$ cat config.mk
export PLATFORM = sky130hd
export DESIGN_NAME = accum4_seq
export DESIGN_NICKNAME = d
export VERILOG_FILES = /design/src/rtl/accum4_pkg.sv /design/src/rtl/adder_subtracter4.sv /design/src/rtl/accum4_seq.sv
export SDC_FILE = /design/constraint.sdc
export NUM_CORES = 1
export LEC_CHECK = 0
export ABC_CLOCK_PERIOD_IN_PS = 2600
export BUFFER_PORTS_ARGS = -buffer_cell sky130_fd_sc_hd__clkbuf_2
export CORE_AREA = 2 2 52 54
export DETAILED_ROUTE_END_ITERATION = 6
export DIE_AREA = 0 0 54 56
export SLEW_MARGIN = 20
export SYNTH_ARGS = -nofsm -noshare
export SYNTH_HDL_FRONTEND = slang
export SYNTH_HIERARCHICAL = 1
export SYNTH_SLANG_ARGS = --single-unit
export TNS_END_PERCENT = 5
$ cat constraint.sdc
create_clock -name clk -period 2.6 [get_ports clk]
set_clock_uncertainty 0.05 [all_clocks]
set_input_delay 0.78 -clock clk [delete_from_list [all_inputs] [get_ports clk]]
set_output_delay 0.78 -clock clk [all_outputs]
set_load 0.02 [all_outputs]
$ cat src/rtl/accum4_pkg.sv
// rtl/accum4_pkg.sv - shared encodings and saturation limits for the 4-bit accumulator sequencer
package accum4_pkg;

  typedef enum logic [1:0] {
    OP_LOAD = 2'b00,
    OP_ADD  = 2'b01,
    OP_SUB  = 2'b10,
    OP_CLR  = 2'b11
  } op_t;

  typedef enum logic [1:0] {
    ST_IDLE = 2'b00,
    ST_EXEC = 2'b01,
    ST_RESP = 2'b10
  } state_t;

  localparam logic [3:0] SAT_MAX = 4'h7;
  localparam logic [3:0] SAT_MIN = 4'h8;

endpackage

$ cat src/rtl/adder_subtracter4.sv
// rtl/adder_subtracter4.sv - combinational 4-bit two's complement adder/subtracter with signed overflow
module adder_subtracter4 (
  input  logic [3:0] i_x,
  input  logic [3:0] i_y,
  input  logic       i_c_in,
  output logic [3:0] o_sum,
  output logic       o_v
);

  logic [3:0] w_y_eff;

  // c_in doubles as the subtract select: x + ~y + 1 == x - y
  assign w_y_eff = i_y ^ {4{i_c_in}};
  assign o_sum   = i_x + w_y_eff + {3'b000, i_c_in};
  assign o_v     = (i_x[3] == w_y_eff[3]) && (o_sum[3] != i_x[3]);

endmodule

$ cat src/rtl/accum4_seq.sv
// rtl/accum4_seq.sv - 4-bit signed accumulator sequencer with valid/ready command and result handshakes
// Optional saturation on ADD/SUB overflow when ACC4_SAT_EN is defined.
module accum4_seq
  import accum4_pkg::*;
#(
  parameter logic [3:0] ACC_RESET = 4'h0
) (
  input  logic       clk,
  input  logic       rst_n,
  input  logic       in_valid,
  output logic       in_ready,
  input  logic [1:0] in_op,
  input  logic [3:0] in_data,
  output logic       out_valid,
  input  logic       out_ready,
  output logic [3:0] out_acc,
  output logic       out_v,
  output logic       ovf_sticky
);

  state_t     r_state;
  state_t     w_next_state;
  op_t        r_op;
  logic [3:0] r_data;
  logic [3:0] r_acc;
  logic       r_v;
  logic       r_sticky;

  logic [3:0] w_sum;
  logic       w_ovf;
  logic [3:0] w_arith;

  adder_subtracter4 u_addsub (
    .i_x    (r_acc),
    .i_y    (r_data),
    .i_c_in (r_op == OP_SUB),
    .o_sum  (w_sum),
    .o_v    (w_ovf)
  );

`ifdef ACC4_SAT_EN
  // Clamp toward the sign the accumulator held before the operation.
  assign w_arith = w_ovf ? (r_acc[3] ? SAT_MIN : SAT_MAX) : w_sum;
`else
  assign w_arith = w_sum;
`endif

  always_ff @(posedge clk or negedge rst_n) begin
    if (!rst_n) begin
      r_state <= ST_IDLE;
    end else begin
      r_state <= w_next_state;
    end
  end

  always_comb begin
    w_next_state = r_state;
    case (r_state)
      ST_IDLE: if (in_valid) w_next_state = ST_EXEC;
      ST_EXEC: w_next_state = ST_RESP;
      ST_RESP: if (out_ready) w_next_state = ST_IDLE;
      default: w_next_state = ST_IDLE;
    endcase
  end

  always_comb begin
    in_ready  = (r_state == ST_IDLE);
    out_valid = (r_state == ST_RESP);
  end

  always_ff @(posedge clk or negedge rst_n) begin
    if (!rst_n) begin
      r_op     <= OP_LOAD;
      r_data   <= 4'h0;
      r_acc    <= ACC_RESET;
      r_v      <= 1'b0;
      r_sticky <= 1'b0;
    end else if (r_state == ST_IDLE && in_valid) begin
      r_op   <= op_t'(in_op);
      r_data <= in_data;
    end else if (r_state == ST_EXEC) begin
      case (r_op)
        OP_LOAD: begin
          r_acc <= r_data;
          r_v   <= 1'b0;
        end
        OP_ADD, OP_SUB: begin
          r_acc    <= w_arith;
          r_v      <= w_ovf;
          r_sticky <= r_sticky | w_ovf;
        end
        OP_CLR: begin
          r_acc    <= ACC_RESET;
          r_v      <= 1'b0;
          r_sticky <= 1'b0;
        end
        default: r_v <= 1'b0;
      endcase
    end
  end

  assign out_acc    = r_acc;
  assign out_v      = r_v;
  assign ovf_sticky = r_sticky;

endmodule

==> out/summary.txt <==
initial antenna violation count: 0
Clock Sinks: 14
Finished Cell Area: 949.7 um^2
data required time of the critical path: 2.75 ns
post-CTS sizing: 0
CTS tree: done
DRT Wirelength: 1451 um
final hold violations: 0
final worst path period share: 81.26%
#FFs+latches synth: 14
unrepaired setup endpoints after global routing: no
Post-DRT Antenna Nets: 0
DRC violation count after routing: 0
Pins Over Slew Limit: 0
fmax: 473.3 MHz
die area: 3024 um^2
Starting Density: 33.54%
Die Span Y: 56 um
Clock Tree Root: clkbuf_4
first-pass GRT wire length: 2415 um
Crit path arrival time: 2.26 ns
Die W: 54 um
CP endpoint kind: register
Final Critical Period: 2.113 ns
vias in the first global route: 514
Power Dens Cells: 1556 nW/um^2
r2r worst-path depth: 9
DR pass1 iterations: 4
Bufs on Longest Clock Path: 2
RR Startpoint: r_op[0]
worst min path class: in2async
vias: 569
Slew @ Worst Pin: 0.3406 ns
status: finished, final reports clean
Leak Pwr: 0.4796 nW
Reg2Reg Setup Slack: 0.49 ns
worst reg2reg path endpoint: ovf_sticky
Total GRT Usage: 11.17%
DR WL/cell: 12.09 um
number of port buffers: 17
Peak VDD IR: 0.5567 mV
setup bufs post-CTS: 0
DR iter-0 viols: 7
CTS Buf Count: 3
worst-skew pair later-pin latency: 0.28 ns
# IOs: 18
Clk pin slew, worst setup/hold paths: 0.08 ns
Seq/Total Area, Yosys: 42.94%
CP Class: reg2reg
Final GP Congestion: 0.8043
CORE AREA: 2432 um^2
Worst slew margin: 77.29%
largest net degree at the start of global routing: 15
area delta synth->final: 16.41%
yosys warns: 6
# rows: 18
Remaining Overflow, GRT: 0
Post-CTS Hold Buffers: 0
Fin Hold WS: 0.3353 ns
Mapped Area: 815.8 um^2
crit path max fanout: 4
average size of a mapped cell: 11.49 um^2
startpoint types: register
Max Cap Viol: 0
H-tree depth: 1
final setup vio count: 0
Synth cell types: 24
Final HPWL DP: 1156 um
instance area after placement: 927.1 um^2
diode count: 0
via/cell ratio: 4.742
Synthesized Nets: 87
Nets: 108
post-layout power: 0.001478 W
setup tns final: 0 ns
share of post-route cells with drive strength above 1: 34.44%
Mapped Cells: 71
# fillers: 247
Yosys cell counts:
| library cell | instances | area, um^2 |
|---|---|---|
| dfrtp_1 | 14 | 350.3 |
| a21oi_1 | 10 | 50.05 |
| mux2_4 | 7 | 105.1 |
| ha_1 | 5 | 62.56 |
| xor2_1 | 5 | 43.79 |
| nand3b_1 | 4 | 30.03 |
| nor2_1 | 4 | 15.01 |
| inv_1 | 3 | 11.26 |
| nand2_1 | 3 | 11.26 |
| xnor2_1 | 2 | 17.52 |
| a21o_1 | 1 | 7.510 |
| a31o_1 | 1 | 8.760 |
| and2_4 | 1 | 8.760 |
| and2b_2 | 1 | 8.760 |
| buf_6 | 1 | 11.26 |
| fa_1 | 1 | 20.02 |
| mux2i_1 | 1 | 10.01 |
| nand2b_1 | 1 | 6.260 |
| nand3_1 | 1 | 5.000 |
| nor2_2 | 1 | 6.260 |
| nor3b_1 | 1 | 7.510 |
| o21ai_0 | 1 | 5.000 |
| or2_2 | 1 | 6.260 |
| or2b_1 | 1 | 7.510 |
layout by cell type, fill, tap and decap left out:
master | synthesis | routed
mux2_4 | 7 | 7
nand3_1 | 1 | 1
and2b_2 | 1 | 1
nand3b_1 | 4 | 4
nand2_1 | 3 | 3
nor2_1 | 4 | 4
inv_1 | 3 | 3
xor2_1 | 5 | 5
ha_1 | 5 | 5
o21ai_0 | 1 | 1
nor3b_1 | 1 | 1
or2b_1 | 1 | 1
a31o_1 | 1 | 1
mux2i_1 | 1 | 1
or2_2 | 1 | 1
xnor2_1 | 2 | 2
nand2b_1 | 1 | 1
clkbuf_2 | 0 | 17
and2_4 | 1 | 1
clkbuf_4 | 0 | 3
dfrtp_1 | 14 | 14
a21o_1 | 1 | 1
nor2_2 | 1 | 1
a21oi_1 | 10 | 10
fa_1 | 1 | 1
per-layer routing:
layer  track usage [%]  share of wire, %  vias up
li1                  -                 -      288
met1             14.91                46      262
met2             15.68                47       14
met3             2.419               3.7        5
met4             7.500               2.9        0
met5                 0                 0        -
worst max path at each step:
| stage | from | end | slack (ns) | cells past startpoint |
|---|---|---|---|---|
| 2_1_floorplan | r_op[0] | ovf_sticky | 0.63 | 9 |
| 3_5_place_dp | r_op[0] | ovf_sticky | 0.48 | 9 |
| 3_3_place_gp | r_op[0] | ovf_sticky | 0.57 | 9 |
| 4_1_cts | r_op[0] | ovf_sticky | 0.46 | 9 |
| 6_report | r_op[0] | ovf_sticky | 0.49 | 9 |
| 5_1_grt | r_op[0] | ovf_sticky | 0.35 | 9 |
power breakdown:
part,switching (W),internal (W),total (W)
combinational,0.000458,0.000457,0.000915
clock,0.0000679,0.0000537,0.000122
sequential,0.000116,0.000324,0.000441
worst max-delay path: stages, from the launching register on:
cell	delay, ns
dfrtp_1	0.38
inv_1	0.07
ha_1	0.26
xor2_1	0.18
ha_1	0.33
a21o_1	0.17
a31o_1	0.21
mux2i_1	0.19
a21oi_1	0.08
a21oi_1	0.12
per-stage QoR:
stage	setup WS [ns]	std cells	util, %
floorplan	0.6323	71	-
global placement	0.5679	117	38.12
detailed placement	0.4828	117	38.12
CTS	0.4612	120	39.04
global route	0.3477	120	39.04
finish	0.4873	120	39.04
area by class of cell:
type / count / area (um^2) / share of cell area, %
timing repair buffer: 17 / 85.08 / 8.959
multi-input combinational: 53 / 442.9 / 46.64
clock buffer: 3 / 22.52 / 2.372
tap: 30 / 37.54 / 3.953
inverter: 3 / 11.26 / 1.186
sequential: 14 / 350.3 / 36.89
flip-flops by register name, summed over array words and instances (netlist names):
register	cells
r_op	2
out_acc	4
r_data	4
ovf_sticky	1
r_state	2
out_v	1
logic make-up (layout without fill, tap and decap cells):
group	Yosys count	after routing	synth area share [%]
buf+inv	4	23	2.761
compound gates	13	13	8.743
fa+ha+maj	6	6	10.12
simple gates	19	19	13.81
mux	8	8	14.11
flops	14	14	42.95
xor+xnor	7	7	7.515
Power figures use the tool's default switching activity.
